==> src/rtl/spi_master_data_path_if.sv <==
// Host-side request/response bundle for the SPI initiator: frame request in, status and read data out.
interface spi_master_data_path_if;
  logic        start;
  logic [1:0]  spi_mode;
  logic [19:0] addr_in;
  logic [3:0]  status_in;
  logic [15:0] wdata_in;
  logic        busy;
  logic        done;
  logic        err;
  logic [15:0] rdata_out;

  modport master (
    output start, spi_mode, addr_in, status_in, wdata_in,
    input  busy, done, err, rdata_out
  );

  modport slave (
    input  start, spi_mode, addr_in, status_in, wdata_in,
    output busy, done, err, rdata_out
  );
endinterface

==> src/rtl/spi_master_data_path.sv <==
// SPI initiator for 48-bit frames (addr/status/dummy/data, LSB first) on 1/2/4 lanes.
// start-to-done = 1 + DIV_HALF*(2*48/W + 4) clocks; start is ignored while busy, no queueing.
module spi_master_data_path #(
  parameter int DIV_HALF = 8
) (
  input  logic                   clk,
  input  logic                   reset_n,
  spi_master_data_path_if.slave  host,
  input  logic [3:0]             miso,
  output logic                   sclk,
  output logic                   cs_n,
  output logic [3:0]             mosi
);

  typedef enum logic [2:0] {
    S_IDLE,
    S_SETUP,
    S_SHIFT_HI,
    S_SHIFT_LO,
    S_HOLD,
    S_GAP
  } state_t;

  localparam logic [8:0] LP_PHASE_LAST = 9'(DIV_HALF - 1);
  localparam logic [8:0] LP_GAP_LAST   = 9'(2 * DIV_HALF - 1);

  state_t      r_state;
  logic [8:0]  r_cnt;
  logic [5:0]  r_bit;
  logic [2:0]  r_lanes;
  logic        r_write;
  logic [47:0] r_frame;
  logic [15:0] r_shadow;
  logic [15:0] r_rdata;
  logic        r_busy;
  logic        r_done;
  logic        r_err;
  logic        r_sclk;
  logic        r_cs_n;
  logic [3:0]  r_mosi;

  logic [47:0] w_frame_in;
  logic [2:0]  w_lanes_in;
  logic [15:0] w_shadow_nxt;
  logic [5:0]  w_bit_nxt;

  function automatic logic [3:0] slot_bits(input logic [47:0] f,
                                           input logic [5:0]  b,
                                           input logic [2:0]  w);
    logic [47:0] s;
    logic [3:0]  m;
    s = f >> b;
    case (w)
      3'd1:    m = 4'b0001;
      3'd2:    m = 4'b0011;
      default: m = 4'b1111;
    endcase
    return s[3:0] & m;
  endfunction

  assign w_frame_in = {host.status_in[2] ? host.wdata_in : 16'h0000, 8'h00,
                       host.status_in, host.addr_in};

  always_comb begin
    w_lanes_in = 3'd4;
    case (host.spi_mode)
      2'b01:   w_lanes_in = 3'd1;
      2'b10:   w_lanes_in = 3'd2;
      default: w_lanes_in = 3'd4;
    endcase
  end

  assign w_bit_nxt = r_bit + {3'b000, r_lanes};

  // Data slots start at bit 32, so the low nibble of the pointer is the read-data index.
  always_comb begin
    w_shadow_nxt = r_shadow;
    for (int k = 0; k < 4; k++) begin
      if (k < int'(r_lanes)) begin
        w_shadow_nxt[4'(r_bit[3:0] + 4'(k))] = miso[k];
      end
    end
  end

  always_ff @(posedge clk or negedge reset_n) begin
    if (!reset_n) begin
      r_state  <= S_IDLE;
      r_cnt    <= '0;
      r_bit    <= '0;
      r_lanes  <= '0;
      r_write  <= 1'b0;
      r_frame  <= '0;
      r_shadow <= '0;
      r_rdata  <= '0;
      r_busy   <= 1'b0;
      r_done   <= 1'b0;
      r_err    <= 1'b0;
      r_sclk   <= 1'b0;
      r_cs_n   <= 1'b1;
      r_mosi   <= '0;
    end else begin
      case (r_state)
        S_IDLE: begin
          r_done <= 1'b0;
          r_err  <= 1'b0;
          r_busy <= 1'b0;
          r_cnt  <= '0;
          // busy is still high during the done cycle, which blocks a same-cycle restart
          if (host.start && !r_busy) begin
            if (host.spi_mode == 2'b00) begin
              r_err <= 1'b1;
            end else begin
              r_frame <= w_frame_in;
              r_lanes <= w_lanes_in;
              r_write <= host.status_in[2];
              r_bit   <= '0;
              r_busy  <= 1'b1;
              r_cs_n  <= 1'b0;
              r_mosi  <= slot_bits(w_frame_in, 6'd0, w_lanes_in);
              r_state <= S_SETUP;
            end
          end
        end

        S_SETUP: begin
          if (r_cnt == LP_PHASE_LAST) begin
            r_cnt   <= '0;
            r_sclk  <= 1'b1;
            r_state <= S_SHIFT_HI;
          end else begin
            r_cnt <= r_cnt + 9'd1;
          end
        end

        S_SHIFT_HI: begin
          if (r_cnt == LP_PHASE_LAST) begin
            if (!r_write && (r_bit >= 6'd32)) begin
              r_shadow <= w_shadow_nxt;
            end
            r_cnt   <= '0;
            r_sclk  <= 1'b0;
            r_bit   <= w_bit_nxt;
            r_state <= S_SHIFT_LO;
          end else begin
            r_cnt <= r_cnt + 9'd1;
          end
        end

        S_SHIFT_LO: begin
          // mosi moves one clock after sclk falls so it is stable across the slave's sample edge
          if (r_cnt == 9'd0) begin
            r_mosi <= (r_bit >= 6'd48) ? 4'h0 : slot_bits(r_frame, r_bit, r_lanes);
          end
          if (r_cnt == LP_PHASE_LAST) begin
            r_cnt <= '0;
            if (r_bit >= 6'd48) begin
              r_state <= S_HOLD;
            end else begin
              r_sclk  <= 1'b1;
              r_state <= S_SHIFT_HI;
            end
          end else begin
            r_cnt <= r_cnt + 9'd1;
          end
        end

        S_HOLD: begin
          r_sclk <= 1'b0;
          r_mosi <= 4'h0;
          if (r_cnt == LP_PHASE_LAST) begin
            r_cnt  <= '0;
            r_cs_n <= 1'b1;
            if (!r_write) begin
              r_rdata <= r_shadow;
            end
            r_state <= S_GAP;
          end else begin
            r_cnt <= r_cnt + 9'd1;
          end
        end

        S_GAP: begin
          if (r_cnt == LP_GAP_LAST) begin
            r_cnt   <= '0;
            r_done  <= 1'b1;
            r_state <= S_IDLE;
          end else begin
            r_cnt <= r_cnt + 9'd1;
          end
        end

        default: begin
          r_state <= S_IDLE;
          r_cnt   <= '0;
          r_sclk  <= 1'b0;
          r_cs_n  <= 1'b1;
          r_mosi  <= 4'h0;
          r_busy  <= 1'b0;
        end
      endcase
    end
  end

  assign sclk           = r_sclk;
  assign cs_n           = r_cs_n;
  assign mosi           = r_mosi;
  assign host.busy      = r_busy;
  assign host.done      = r_done;
  assign host.err       = r_err;
  assign host.rdata_out = r_rdata;

endmodule
==> src/flat_wrapper.sv <==
// flat-port wrapper written by rule: the top's interface ports become plain ports
module spi_master_data_path_flat 
#(
  parameter int DIV_HALF = 8
)
  (clk, reset_n, miso, sclk, cs_n, mosi, host_start, host_spi_mode, host_addr_in, host_status_in, host_wdata_in, host_busy, host_done, host_err, host_rdata_out);
  spi_master_data_path_if host_i ();
  input  logic clk;
  input  logic reset_n;
  input  logic [3:0] miso;
  output logic sclk;
  output logic cs_n;
  output logic [3:0] mosi;
  input wire logic [$bits(host_i.start)-1:0] host_start;
  input wire logic [$bits(host_i.spi_mode)-1:0] host_spi_mode;
  input wire logic [$bits(host_i.addr_in)-1:0] host_addr_in;
  input wire logic [$bits(host_i.status_in)-1:0] host_status_in;
  input wire logic [$bits(host_i.wdata_in)-1:0] host_wdata_in;
  output wire logic [$bits(host_i.busy)-1:0] host_busy;
  output wire logic [$bits(host_i.done)-1:0] host_done;
  output wire logic [$bits(host_i.err)-1:0] host_err;
  output wire logic [$bits(host_i.rdata_out)-1:0] host_rdata_out;
  assign host_i.start = host_start;
  assign host_i.spi_mode = host_spi_mode;
  assign host_i.addr_in = host_addr_in;
  assign host_i.status_in = host_status_in;
  assign host_i.wdata_in = host_wdata_in;
  assign host_busy = host_i.busy;
  assign host_done = host_i.done;
  assign host_err = host_i.err;
  assign host_rdata_out = host_i.rdata_out;
  spi_master_data_path #(.DIV_HALF(DIV_HALF)) u_core (.clk(clk), .reset_n(reset_n), .host(host_i), .miso(miso), .sclk(sclk), .cs_n(cs_n), .mosi(mosi));
endmodule
==> config.mk <==
export PLATFORM = sky130hd
export DESIGN_NAME = spi_master_data_path_flat
export DESIGN_NICKNAME = d
export VERILOG_FILES = /design/src/rtl/spi_master_data_path_if.sv /design/src/rtl/spi_master_data_path.sv /design/src/flat_wrapper.sv
export SDC_FILE = /design/constraint.sdc
export NUM_CORES = 1
export LEC_CHECK = 0
export BUFFER_PORTS_ARGS = -buffer_cell sky130_fd_sc_hd__buf_2
export CORE_ASPECT_RATIO = 0.75
export CORE_MARGIN = 5
export CORE_UTILIZATION = 40
export DETAILED_ROUTE_END_ITERATION = 10
export GPL_ROUTABILITY_DRIVEN = 0
export GPL_TIMING_DRIVEN = 0
export PLACE_DENSITY = 0.66
export SLEW_MARGIN = 10
export SYNTH_ARGS = -nofsm -noshare
export SYNTH_HDL_FRONTEND = slang
export SYNTH_SLANG_ARGS = --single-unit
==> constraint.sdc <==
create_clock -name clk -period 4 [get_ports clk]
set_input_delay 0.4 -clock clk [delete_from_list [all_inputs] [get_ports clk]]
set_output_delay 0.4 -clock clk [all_outputs]
set_load 0.02 [all_outputs]
# Yosys cells after proc, flatten, opt, wreduce, memory -nomap -nowiden
# Cells that the tools add are included.
# classes
n_addsub	5
mul	0
div_mod_pow	0
magnitude_cmp	14
eq_ne	22
n_shift	1
n_mux	61
bitwise_logic	7
reduce_logical	27
# ops
cell	count
$mux W16	5
$bwmux W16	4
$shr A48 B6 Y4	1
$mux W4	9
$mux W3	8
$lt A4 B5 Y1 const B	4
$mux W6	3
$mux W9	2
$pmux W3 S6	1
$pmux W9 S2	1
$demux W1 S4	4
$ge A4 B1 Y1 const B	4
$pmux W4 S2	2
$mux W1	15
$ne A2 B1 Y1 const B	7
$eq A3 B2 Y1 const B	4
$ge A6 B6 Y1 const B	2
$pmux W4 S3	1
$pmux W6 S2	1
$reduce_and A4 Y1	3
$add A9 B1 Y9 const B	1
$eq A3 B1 Y1 const B	3
$eq A9 B3 Y1 const B	1
$eq A9 B4 Y1 const B	1
other kinds (29)	50
# totals
reg_bits	103
latch_bits	0
ram_bits	0
mem_bits_ro	0
out_inout_bits	25
memories	0

# Logic depth before layout (Yosys ltp)
# Gate-level depths: netlist of run 1.
# logic_depth
depth_word	12
mapped_depth	11

# Worst setup path after synthesis of run 1
# Ideal clock, no wire load.
# synth_path
kind	register -> register
from	register u_core.r_bit[1]
to	register u_core.r_shadow[15]
setup_ps	143
arrival_time_ps	2217
required_time_ps	3857
setup_slack_ps	1640
path_stages_with_launch	8
synth_period_minus_slack_ps	2360
cell_sequence	dfrtp_1 -> ha_1 -> buf_4 -> nor4bb_1 -> a222oi_1 -> o21ai_0 -> a222oi_1 -> a221oi_1
# synth_between
elab_chain_len	12
# synth_rtl
element	line	source
start, declared	spi_master_data_path.sv:29	logic [5:0] r_bit;
start signal, assigned	spi_master_data_path.sv:142	r_bit <= w_bit_nxt;
parallel branches: the longest is 12 deep, another holds $lt A4 B5 Y1	n/a	
end signal, assigned	spi_master_data_path.sv:138	r_shadow <= w_shadow_nxt;
end, declared	spi_master_data_path.sv:33	logic [15:0] r_shadow;
# Several ways; the timed one is not identified.
# A chain may end at the register's enable or synchronous reset.

# Final worst setup path of run 1
# Ends and elaborated chain as after synthesis.

==> results.md, run 1 <==
- The most repeated library cell on the critical path is sky130_fd_sc_hd__a222oi_1.
- The post-cts gate resize count is 0.
- The total number of H-tree levels is 3.
- The number of cells traversed by the worst register-to-register path is 7.
- The count of flip-flops with a built-in enable after synthesis is 0.
- The endpoint identified for the worst register-to-register timing path is u_core.r_shadow[15]$_DFFE_PN0P_.
- The delay of the slowest cell on the worst path is 0.99 ns.
- Pin placement for this block handled 74 I/O pins.
- The final-report setup violation count is 0.
- The count of buffers added on input and output ports is 72.
- The post-detailed-route count of antenna-violating nets is 0.
- The startpoint of the lowest-slack register-to-register path is u_core.r_bit[1]$_DFFE_PN0P_.
- The first detailed-routing pass ran for 6 iterations.
- Entering global routing, the biggest net connects 71 pins.
- The per-cell routed wire length is 19.4 um.
- Counting every instance in the synthesized netlist gives 802.
- The number of filler cells placed in the layout is 1,700.
- The combinational share of power is 0.517.
- The number of max-cap violations is 0.
- Together, buffers and inverters on the worst path number 1.
- In this design, the largest share of critical-path delay is due to compound AO/OA/AOI/OAI gates.
- The number of max-slew violations in the final report is 0.
- For this run, the register share of the synthesized area comes to 0.366.
- The worst-path maximum fanout is 10.
- Counting every net in the synthesized netlist gives 863.
- STA puts the critical path data required time at 4.20 ns.
- The growth of design area from synthesis to finish is 14.3%.
- The worst clock skew on the final layout is 0.0115 ns.
- The flip-flop and latch count after synthesis is 102.
- The switching portion of total power is 0.469.
- The floorplan has 41 rows.
- The aggregate global-route resource usage is 0.213.
- The cell type of the slowest stage on the worst timing path is sky130_fd_sc_hd__a222oi_1.
- The sum of net half-perimeters after detailed placement is 16,500 um.
- The share of layout cells above drive strength 1 is 0.186.
- The count of routing violations after the opening detailed-route iteration is 954.
- The number of synthesis warnings is 0.
- The multi-input combinational cell area is 0.00411 mm^2.
- The cell accounting for the most synthesized area is sky130_fd_sc_hd__dfrtp_1.
- After detailed routing, the number of vias per cell comes to 5.98.
- The data arrival time of the critical path is 3.31 ns.
- The achievable clock frequency is 0.322 GHz.
- For this configuration, the core starts out at a cell density of 0.411.
- STA classifies the critical path endpoint as a flop.
- The CTS root buffer is sky130_fd_sc_hd__clkbuf_16.
- For hold timing, the worst endpoint is u_core.r_frame[4]$_DFFE_PN0P_.
- The final sum of negative setup slack is 0 ns.
- STA classifies the critical path startpoint as a flop.
- The clock passes through at most 2 buffers.
- The final route contains 6,746 vias.
- The leakage power figure is 0.00353 uW.
- The run finished with clean final reports.
- The power density over cell area is 642 mW/mm^2.
- The first global-routing pass estimated 34,700 um of wire.
- In the synthesized netlist the async set-or-reset flop fraction comes to 1.00.
- Walking the worst path, the cells encountered are ha_1, buf_4, xor2_2, a222oi_1, o21ai_0, a222oi_1, a221oi_1.
- The average instance area after synthesis is 8.71 um^2.
- In this run the cell area measured after placement is 0.00767 mm^2.
- The clock sink total is 102.
- Cell internal power was estimated by the tool at 2720 uW.
- Of the total power, the clock network draws 0.175.
- The detailed-route DRC error count is 0.
- TritonCTS created 9 clock buffers.
- After clock tree synthesis, the clock-pin slew on the worst setup and hold paths is 0.08 ns.
- Yosys attributes the largest share of cell area to sky130_fd_sc_hd__dfrtp_1 (36%), sky130_fd_sc_hd__nand2_1 (8.0%), sky130_fd_sc_hd__mux2i_1 (5.9%).
- The die is 124 um tall.
- The start point of the worst min-delay path is host_addr_in[4].
- The final antenna diode count is 0.
- The TritonCTS clock tree is done.
- The share of synthesized area in the top cell type comes to 0.362.
- The number of gates on the worst path with buffers counted is 7.
- The count of endpoints failing hold in the final timing report came to 0.
- Setup repair after global routing left no endpoint under its margin.
- In this run the tightest slew margin relative to its limit is 0.210.
- For this run, the post-layout net count is 948.
- The core region is 0.0170 mm^2.
- Of the total power, registers draw 0.308.
- Dividing the final minimum period by the clock period gives 0.777.
- Summing all non-filler instances in the final layout gives an area of 0.00798 mm^2.
- The transition at the pin with the smallest max-transition slack is 1.18 ns.
- The number of different library cells used by synthesis comes to 72.
- The total overflow reported by the global router is 0.
- The type of the most critical hold path is in -> reg.
- The critical path start-end classification is reg -> reg.
- In this run the register-to-register setup slack is 0.89 ns.
- The initial antenna violation count is 0.
- The clock latency on the worst-skew pair is 0.36 ns.
- The cell depth of the worst min-delay path is 3.
- In this run the horizontal extent of the chip is 163 um.
- The routed design has 21,900 um of wire.
- Counting I/O delays and the setup requirement, the final critical path takes 3.11 ns.
- The number of global-route vias before repair is 6,218.
- The worst ir drop on vdd is 0.000294 V.
- The primary flip-flop cell chosen by synthesis mapping is sky130_fd_sc_hd__dfrtp_1.
- The die covers 0.0202 mm^2.
- Summed over all nets, the switching power comes to 2410 uW.
- In the final layout, flip-flops and latches occupy 0.00255 mm^2.
- The mapped netlist covers 0.00699 mm^2.
==> Yosys cell counts (5+ instances only) <==
master / n
sky130_fd_sc_hd__o22a_1: 5
sky130_fd_sc_hd__ha_1: 11
sky130_fd_sc_hd__and2_1: 6
sky130_fd_sc_hd__and3_1: 9
sky130_fd_sc_hd__clkbuf_1: 26
sky130_fd_sc_hd__o221ai_1: 8
sky130_fd_sc_hd__nand2b_1: 9
sky130_fd_sc_hd__buf_4: 5
sky130_fd_sc_hd__mux2_4: 10
sky130_fd_sc_hd__a21oi_1: 36
sky130_fd_sc_hd__nor3_1: 27
sky130_fd_sc_hd__or3_1: 9
sky130_fd_sc_hd__buf_2: 18
sky130_fd_sc_hd__nand3_1: 38
sky130_fd_sc_hd__mux2_2: 22
sky130_fd_sc_hd__inv_1: 16
sky130_fd_sc_hd__nor2_1: 61
sky130_fd_sc_hd__xnor2_1: 7
sky130_fd_sc_hd__nand2_1: 149
sky130_fd_sc_hd__o21ai_0: 37
sky130_fd_sc_hd__mux2i_1: 41
sky130_fd_sc_hd__a221oi_1: 18
sky130_fd_sc_hd__a222oi_1: 11
sky130_fd_sc_hd__nor2b_1: 14
sky130_fd_sc_hd__nor3b_1: 6
sky130_fd_sc_hd__o32ai_1: 5
sky130_fd_sc_hd__a2bb2oi_1: 5
sky130_fd_sc_hd__dfrtp_1: 101
sky130_fd_sc_hd__o22ai_1: 7
==> how the worst max path moves through the flow <==
stage	to	slack, ns	start
3_5_place_dp	u_core.r_frame[22]$_DFFE_PN0P_	1.07	host_spi_mode[0]
3_3_place_gp	u_core.r_frame[18]$_DFFE_PN0P_	1.04	host_spi_mode[0]
2_1_floorplan	u_core.r_shadow[15]$_DFFE_PN0P_	1.64	u_core.r_bit[1]$_DFFE_PN0P_
6_report	u_core.r_shadow[15]$_DFFE_PN0P_	0.89	u_core.r_bit[1]$_DFFE_PN0P_
4_1_cts	u_core.r_shadow[15]$_DFFE_PN0P_	1.04	u_core.r_bit[1]$_DFFE_PN0P_
5_1_grt	u_core.r_shadow[15]$_DFFE_PN0P_	0.77	u_core.r_bit[1]$_DFFE_PN0P_
==> cell type report <==
class                   count  area share
clock buffers              11      0.0317
multi-input cells         628       0.514
flip-flops and latches    102       0.320
clock inverters             5     0.00580
well taps                 236      0.0370
plain buffers              55      0.0329
inverters                  17     0.00799
repair buffers             74      0.0506
==> logic make-up after synthesis <==
family / share of synthesized area
flip-flops: 0.366
XOR/XNOR: 0.0184
adder cells (fa/ha/maj): 0.0226
multiplexers: 0.122
AND/OR/NAND/NOR: 0.246
buffers and inverters: 0.0467
AO/OA/AOI/OAI: 0.179
==> power groups by stage <==
stage | Sequential [uW] | Combinational [uW] | Clock, uW
4_1_cts | 1570 | 2550 | 922
2_1_floorplan | 1520 | 1840 | 0
3_3_place_gp | 1580 | 2520 | 0
6_report | 1580 | 2650 | 898
5_1_grt | 1620 | 2840 | 959
3_5_place_dp | 1590 | 2530 | 0
==> state kept, by name, indices dropped and copies added (netlist names) <==
signal	cells
u_core.r_state	3
u_core.r_lanes	3
u_core.host.rdata_out	16
u_core.r_bit	6
u_core.r_cnt	9
u_core.host.err	1
u_core.r_shadow	16
u_core.cs_n	1
u_core.sclk	1
u_core.host.busy	1
u_core.r_frame	40
u_core.mosi	4
u_core.host.done	1
==> metal layers <==
metal / part of all wire / global-route usage / vias up / wire, um
li1: - / - / 3110 / -
met1: 0.47 / 0.339 / 3135 / 10300
met2: 0.39 / 0.279 / 453 / 8480
met3: 0.13 / 0.0675 / 48 / 2750
met4: 0.016 / 0.0385 / 0 / 359
met5: 0 / 0 / - / 0
==> cell usage in the layout, fill, tap and decap left out, types with 4 or more instances in the layout <==
master                        n
sky130_fd_sc_hd__clkbuf_1    26
sky130_fd_sc_hd__o22ai_1      7
sky130_fd_sc_hd__buf_1        4
sky130_fd_sc_hd__xor2_1       4
sky130_fd_sc_hd__a221oi_1    18
sky130_fd_sc_hd__nand2_1    149
sky130_fd_sc_hd__or3_1        9
sky130_fd_sc_hd__clkbuf_16    9
sky130_fd_sc_hd__buf_4        5
sky130_fd_sc_hd__a2bb2oi_1    5
sky130_fd_sc_hd__nand4_1      4
sky130_fd_sc_hd__and3_1       9
sky130_fd_sc_hd__inv_1       16
sky130_fd_sc_hd__a22oi_1      4
sky130_fd_sc_hd__or2_2        4
sky130_fd_sc_hd__nor2b_1     14
sky130_fd_sc_hd__o32ai_1      5
sky130_fd_sc_hd__a21oi_1     36
sky130_fd_sc_hd__nand2b_1     9
sky130_fd_sc_hd__and2_1       6
sky130_fd_sc_hd__dfrtp_1    101
sky130_fd_sc_hd__a222oi_1    11
sky130_fd_sc_hd__xnor2_1      7
sky130_fd_sc_hd__mux2_4      10
sky130_fd_sc_hd__nor3_1      27
sky130_fd_sc_hd__mux2_2      22
sky130_fd_sc_hd__a211oi_1     4
sky130_fd_sc_hd__ha_1        11
sky130_fd_sc_hd__mux2i_1     41
sky130_fd_sc_hd__buf_2       89
sky130_fd_sc_hd__o221ai_1     8
sky130_fd_sc_hd__nor3b_1      6
sky130_fd_sc_hd__nor2_1      61
sky130_fd_sc_hd__o21ai_0     37
sky130_fd_sc_hd__nand3_1     38
sky130_fd_sc_hd__o22a_1       5
sky130_fd_sc_hd__a31oi_1      4
==> stage by stage <==
| stage | hold slack (ns) | worst slack, ns | total power, uW | std cells | util |
|---|---|---|---|---|---|
| global placement | 0.454 | 1.04 | 4090 | 1110 | 0.450 |
| CTS | 0.220 | 1.04 | 5040 | 1128 | 0.470 |
| global route | 0.229 | 0.769 | 5420 | 1128 | 0.470 |
| floorplan | 0.104 | 1.64 | 3350 | 802 | - |
| detailed placement | 0.311 | 1.07 | 4120 | 1111 | 0.452 |
| finish | 0.228 | 0.892 | 5130 | 1128 | 0.470 |
==> repair_timing <==
item / in CTS / in global routing
endpoints found under the hold margin: 32 / 0
hold buffers: 1 / 0
buffers inserted: 0 / 0
==> worst reg2reg max path, cell delays in order (launching register included) <==
cell	delay [ns]
sky130_fd_sc_hd__dfrtp_1	0.46
sky130_fd_sc_hd__ha_1	0.29
sky130_fd_sc_hd__buf_4	0.20
sky130_fd_sc_hd__xor2_2	0.19
sky130_fd_sc_hd__a222oi_1	0.99
sky130_fd_sc_hd__o21ai_0	0.27
sky130_fd_sc_hd__a222oi_1	0.41
sky130_fd_sc_hd__a221oi_1	0.15
Note: power is estimated with default switching activity, not from simulation.
==> inputs of run 2 (changes only) <==
clock period = 3 ns   (was 4 ns; I/O delays follow)
==> results.md, run 2 (synthesized netlist as in run 1, its figures left out) <==
- The per-cell routed wire length is 19.5 um (+0.60%).
- The leakage power figure came to 0.00354 uW (+0.31%).
- The flip-flop count of the largest register after layout is 40 (unchanged).
- The starting utilization of the core area is 0.411 (unchanged).
- Relative to the synthesized area, the layout overhead comes to 14.6%.
- The worst setup path is launched from a flop.
- The type of the most critical hold path is in -> reg.
- The placed instance count is 1,111 (unchanged).
- The CTS root buffer is sky130_fd_sc_hd__clkbuf_16.
- The final sum of negative setup slack is 0 ns (unchanged).
- The post-layout instance count excluding filler cells is 1,129 (+0.089%).
- The number of buffers on the longest clock path is 2 (unchanged).
- The aggregate global-route resource usage is 0.213 (unchanged).
- The final layout net count came to 949 (+0.11%).
- The time the final worst path needs with I/O delays and setup is 2.94 ns (-0.172 ns).
- The die width is 163 um (unchanged).
- The multi-input combinational cell area was 0.00412 mm^2 (+0.24%).
- The pin count of the biggest net entering global routing is 71 (unchanged).
- The wire length of the first global-routing pass was 34,700 um (unchanged).
- The number of global-route vias before repair was 6,218 (unchanged).
- The top cell family by delay on the critical path is compound AO/OA/AOI/OAI gates.
- The combined buffer and inverter count along the critical path is 1 (unchanged).
- The worst clock skew on the final layout came to 0.0140 ns (+0.00257 ns).
- The sequential cell area came to 0.00255 mm^2 (unchanged).
- The initial antenna violation count came to 0 (unchanged).
- The number of max-cap violations is 0 (unchanged).
- The critical path is of the reg -> reg type.
- The worst reg-to-reg setup slack was 0.06 ns (-0.83 ns).
- The final clock period utilization by the worst path is 0.979 (+0.202).
- The final antenna diode count is 0 (unchanged).
- The first-pass iteration count of the detailed router is 6 (unchanged).
- The relative slew slack is 0.270 (+0.0591).
- The number of max-slew violations in the final report is 0 (unchanged).
- The number of port buffers came to 72 (unchanged).
- The power density over cell area was 856 mW/mm^2 (+33%).
- The most common cell after layout, fill and taps aside is sky130_fd_sc_hd__nand2_1.
- The library cells used most frequently in the layout, excluding fill and tap cells, are sky130_fd_sc_hd__nand2_1 (149), sky130_fd_sc_hd__dfrtp_1 (101), sky130_fd_sc_hd__buf_2 (89).
- The ratio of routed vias to standard cells is 6.01 (+0.46%).
- The total number of H-tree levels was 3 (unchanged).
- The die outline area came to 0.0202 mm^2 (unchanged).
- Setup repair after global routing left no endpoint under its margin.
- The worst ir drop on vdd was 0.000393 V (+34%).
- The transition at the pin with the smallest max-transition slack is 1.10 ns (-0.0886 ns).
- The post-detailed-route count of antenna-violating nets came to 0 (unchanged).
- The register clock-pin slew on the reported worst setup and hold paths is 0.08 ns (about the same).
- The share of layout cells above drive strength 1 was 0.190 (+0.00427).
- The final-report setup violation count is 0 (unchanged).
- The cell type of the slowest stage on the worst timing path is sky130_fd_sc_hd__a222oi_1.
- The total overflow reported by the global router is 0 (unchanged).
- The area of the core came to 0.0170 mm^2 (unchanged).
- The worst-path maximum fanout is 10 (unchanged).
- The count of routing violations after the opening detailed-route iteration is 1,061 (+11%).
- The clock latency on the worst-skew pair is 0.36 ns (about the same).
- More flip-flops sit in one register than any other, and that register is u_core.r_frame.
- The delay of the slowest cell on the worst path is 0.93 ns (-0.06 ns).
- The data arrival time of the critical path was 3.23 ns (-0.08 ns).
- The sum of net half-perimeters after detailed placement is 16,500 um (unchanged).
- The site row count came to 41 (unchanged).
- The number of filler cells placed in the layout is 1,699 (-0.059%).
- The total clock buffers created by CTS is 9 (unchanged).
- The routed via count is 6,783 (+0.55%).
- The achievable clock frequency is 0.341 GHz (+5.8%).
- The height of the chip came to 124 um (unchanged).
- The TritonCTS clock tree is done.
- The clock sink total came to 102 (unchanged).
- The critical path goes through ha_1, buf_4, xor2_2, a222oi_1, nor2_1, a221oi_1, a2bb2oi_1, a21oi_1.
- The required time of the critical path was 3.29 ns (-0.91 ns).
- The run finished with clean final reports.
- The worst setup path is captured at a flop.
- The wire length after detailed routing is 22,100 um (+0.69%).
- The count of pins on the block boundary is 74 (unchanged).
- The detailed-route DRC error count is 0 (unchanged).
- The count of endpoints failing hold in the final timing report is 0 (unchanged).
-- run 2: path summary, 6_finish.rpt --
kind,end,depth (start not counted),from
max in group asynchronous,u_core.cs_n$_DFFE_PN1P_,3,reset_n
worst max register to register,u_core.r_shadow[10]$_DFFE_PN0P_,8,u_core.r_bit[1]$_DFFE_PN0P_
worst max-delay path,u_core.r_shadow[10]$_DFFE_PN0P_,8,u_core.r_bit[1]$_DFFE_PN0P_
worst min register to register,u_core.r_frame[45]$_DFFE_PN0P_,2,u_core.r_frame[45]$_DFFE_PN0P_
worst min-delay path,u_core.r_frame[19]$_DFFE_PN0P_,3,host_addr_in[19]
min in group asynchronous,u_core.r_frame[10]$_DFFE_PN0P_,2,reset_n
-- run 2: cell type report --
class / instances / share of cell area
Multi-Input combinational cell: 628 / 0.514
Sequential cell: 102 / 0.319
Timing Repair Buffer: 76 / 0.0524
Tap cell: 236 / 0.0369
Buffer: 54 / 0.0324
Clock buffer: 11 / 0.0316
Inverter: 17 / 0.00797
Clock inverter: 5 / 0.00578
-- run 2: timing repair --
action / in CTS / in global routing
buffers inserted: 0 / 2
gates resized for setup: 0 / 3
hold buffers: 1 / 0
hold endpoints to repair: 32 / 0
endpoints found under the setup margin: 0 / 9
-- run 2: worst reg2reg max path: stages, from the launching register on --
cell and delay (ns):
sky130_fd_sc_hd__dfrtp_1 0.46, sky130_fd_sc_hd__ha_1 0.29, sky130_fd_sc_hd__buf_4 0.20, sky130_fd_sc_hd__xor2_2 0.20, sky130_fd_sc_hd__a222oi_1 0.93, sky130_fd_sc_hd__nor2_1 0.09, sky130_fd_sc_hd__a221oi_1 0.39, sky130_fd_sc_hd__a2bb2oi_1 0.15
sky130_fd_sc_hd__a21oi_1 0.16
-- run 2: power by group --
part	switching, uW	internal (uW)	leakage, uW	total [uW]
registers	380	1730	0.00124	2110
clock network	574	626	0.000149	1200
logic	2260	1280	0.00215	3540
total	3220	3640	0.00354	6860
-- run 2: per-layer routing --
layer / GRT usage / share of wire
met1: 0.339 / 0.47
met2: 0.279 / 0.39
met3: 0.0675 / 0.12
met4: 0.0385 / 0.015
met5: 0 / 0
-- run 2: per-stage QoR --
stage	cell area (um^2)	utilization	total power, uW	hold WS (ns)	setup slack [ns]
3_3_place_gp	7640	0.450	5460	0.454	0.138
5_1_grt	8010	0.471	7250	0.129	0.0191
2_1_floorplan	6990	-	4470	0.00441	0.640
6_report	8010	0.471	6860	0.126	0.0636
3_5_place_dp	7670	0.452	5500	0.211	0.156
4_1_cts	7980	0.470	6720	0.120	0.0400
==> inputs of run 3 (changes only) <==
==> constraint.sdc (replaced) <==
create_clock -name clk -period 3 [get_ports clk]
set_input_delay 0.75 -clock clk [delete_from_list [all_inputs] [get_ports clk]]
set_output_delay 0.75 -clock clk [all_outputs]
set_load 0.02 [all_outputs]
==> results.md, run 3 (synthesized netlist as in run 1, its figures left out) <==
- The run finished with clean final reports.
- The type of the most critical hold path is in -> async.
- The top register by number of flip-flops is u_core.r_frame.
- The power density over cell area is 860 mW/mm^2 (+0.37%).
- Among all stages on the critical path, the largest delay is contributed by sky130_fd_sc_hd__a222oi_1.
- The register share of total power was 0.307 (about the same).
- The signal on the critical path passes through ha_1, buf_4, xor2_2, a222oi_1, nor2_1, a221oi_1, a2bb2oi_1, a21oi_1.
- The required time of the critical path is 3.29 ns (about the same).
- The worst ir drop on vdd was 0.000393 V (about the same).
- The fraction of power consumed by the clock network is 0.176 (about the same).
- The final antenna diode count is 0 (unchanged).
- The type of destination of the critical path is a flop.
- The pre-CTS setup slack is -0.285 ns (-0.440 ns).
- The library cells used most frequently in the layout, excluding fill and tap cells, are sky130_fd_sc_hd__nand2_1 (149), sky130_fd_sc_hd__dfrtp_1 (101), sky130_fd_sc_hd__buf_2 (89).
- The final setup slack of the worst path is 0.130 ns (+0.0662 ns).
- The die width is 163 um (unchanged).
- The count of endpoints failing hold in the final timing report is 0 (unchanged).
- The net load switching power is 3240 uW (+0.59%).
- The switching portion of total power is 0.471 (+0.00147).
- The final clock period utilization by the worst path is 0.957 (-0.0221).
- The final hold slack is 0.261 ns (+0.134 ns).
- The wire length after detailed routing is 22,000 um (-0.17%).
- The most common cell after layout, fill and taps aside is sky130_fd_sc_hd__nand2_1.
- The TritonCTS clock tree is done.
- The clock latency on the worst-skew pair is 0.36 ns (about the same).
- The critical path start-end classification is reg -> reg.
- The detailed-route DRC error count is 0 (unchanged).
- The final layout net count is 948 (-0.11%).
- The number of filler cells placed in the layout is 1,698 (-0.059%).
- The post-layout instance count excluding filler cells is 1,128 (-0.089%).
- The per-cell routed wire length came to 19.5 um (about the same).
- The total overflow reported by the global router is 0 (unchanged).
- The number of max-slew violations in the final report came to 0 (unchanged).
- The total internal power is 3640 uW (about the same).
- The routed via count is 6,763 (-0.29%).
- The first-pass iteration count of the detailed router came to 7 (+1).
- The delay of the slowest cell on the worst path is 0.92 ns (about the same).
- The hold-fix buffer count after cts is 0 (-1).
- The final-report setup violation count is 0 (unchanged).
- The share of layout cells above drive strength 1 is 0.193 (+0.00246).
- The placed instance count is 1,111 (unchanged).
- The number of global-route vias before repair is 6,218 (unchanged).
- The worst-path maximum fanout was 10 (unchanged).
- The starting utilization of the core area was 0.411 (unchanged).
- The site row count is 41 (unchanged).
- The pin count of the biggest net entering global routing is 71 (unchanged).
- Setup repair after global routing left no endpoint under its margin.
- The height of the chip is 124 um (unchanged).
- The leakage power figure is 0.00354 uW (about the same).
- The number of max-cap violations was 0 (unchanged).
- The transition at the pin with the smallest max-transition slack was 1.11 ns (+0.0154 ns).
- The count of pins on the block boundary came to 74 (unchanged).
- STA classifies the critical path startpoint as a flop.
- The aggregate global-route resource usage is 0.213 (unchanged).
- The flip-flop count of the largest register after layout was 40 (unchanged).
- The post-detailed-route count of antenna-violating nets came to 0 (unchanged).
- The total clock buffers created by CTS is 9 (unchanged).
- The number of port buffers is 72 (unchanged).
- The wire length of the first global-routing pass is 34,700 um (unchanged).
- The growth of design area from synthesis to finish is 14.5% (about the same).
- The initial antenna violation count is 0 (unchanged).
- The time the final worst path needs with I/O delays and setup was 2.87 ns (-0.0662 ns).
- The register clock-pin slew on the reported worst setup and hold paths is 0.08 ns (about the same).
- The relative slew slack is 0.259 (-0.0103).
- The ratio of routed vias to standard cells came to 6.00 (-0.21%).
- The data arrival time of the critical path is 3.16 ns (-0.07 ns).
- The fraction of the core area covered by cells at the end of the flow is 0.471 (about the same).
- The final sum of negative setup slack is 0 ns (unchanged).
- The count of routing violations after the opening detailed-route iteration is 1,088 (+2.5%).
- The die outline area is 0.0202 mm^2 (unchanged).
- The CTS root buffer is sky130_fd_sc_hd__clkbuf_16.
- The clock sink total is 102 (unchanged).
- The number of buffers on the longest clock path is 2 (unchanged).
- The sum of net half-perimeters after detailed placement is 16,500 um (unchanged).
- The achievable clock frequency is 0.348 GHz (+2.3%).
- The worst clock skew on the final layout came to 0.0111 ns (-0.00288 ns).
- The total number of H-tree levels is 3 (unchanged).
- The area of the core is 0.0170 mm^2 (unchanged).
- The combinational share of power is 0.517 (about the same).
==> run 3: final cells by class <==
cell class / instances / area [um^2] / area share
clock inverter: 5 / 46.3 / 0.00579
timing repair buffer: 75 / 409 / 0.0512
sequential: 102 / 2550 / 0.319
buffer: 54 / 262 / 0.0327
inverter: 17 / 63.8 / 0.00798
multi-input combinational: 628 / 4120 / 0.515
clock buffer: 11 / 253 / 0.0316
tap: 236 / 295 / 0.0369
==> run 3: what timing repair did <==
action	CTS	global route
setup endpoints to repair	0	20
buffers inserted	0	2
resized for setup	0	7
==> run 3: critical path: cells and delay by family, from the launching register on <==
family	cells	cell delay (ns)
adder cells (fa/ha/maj)	1	0.29
AO/OA/AOI/OAI	4	1.57
AND/OR/NAND/NOR	1	0.09
buffers and inverters	1	0.20
flip-flops	1	0.46
XOR/XNOR	1	0.19
==> run 3: through the flow <==
step | instance area [um^2] | power [uW]
floorplan | 6990 | 4470
global placement | 7640 | 5460
detailed placement | 7670 | 5500
CTS | 7970 | 6720
global route | 8000 | 7240
finish | 8000 | 6870
==> run 3: power by group through the flow <==
stage	clock network, uW	registers, uW	logic (uW)
finish	1210	2110	3560
global route	1280	2160	3810
CTS	1230	2100	3400
detailed placement	0	2120	3380
global placement	0	2110	3350
floorplan	0	2020	2450
==> run 3: metal layers <==
metal  track usage  wire length [um]
met1         0.339             10400
met2         0.279              8550
met3        0.0675              2760
met4        0.0385               334
met5             0                 0
==> run 3: path summary, 6_finish.rpt <==
kind,start,endpoint,slack (ns),cells after the start
worst min register to register,u_core.r_frame[14]$_DFFE_PN0P_,u_core.r_frame[14]$_DFFE_PN0P_,0.48,2
worst min-delay path,reset_n,u_core.r_frame[10]$_DFFE_PN0P_,0.26,1
min in group clk,u_core.r_frame[14]$_DFFE_PN0P_,u_core.r_frame[14]$_DFFE_PN0P_,0.48,2
max in group asynchronous,reset_n,u_core.cs_n$_DFFE_PN1P_,2.04,2
worst max-delay path,u_core.r_bit[1]$_DFFE_PN0P_,u_core.r_shadow[10]$_DFFE_PN0P_,0.13,8
worst max register to register,u_core.r_bit[1]$_DFFE_PN0P_,u_core.r_shadow[10]$_DFFE_PN0P_,0.13,8
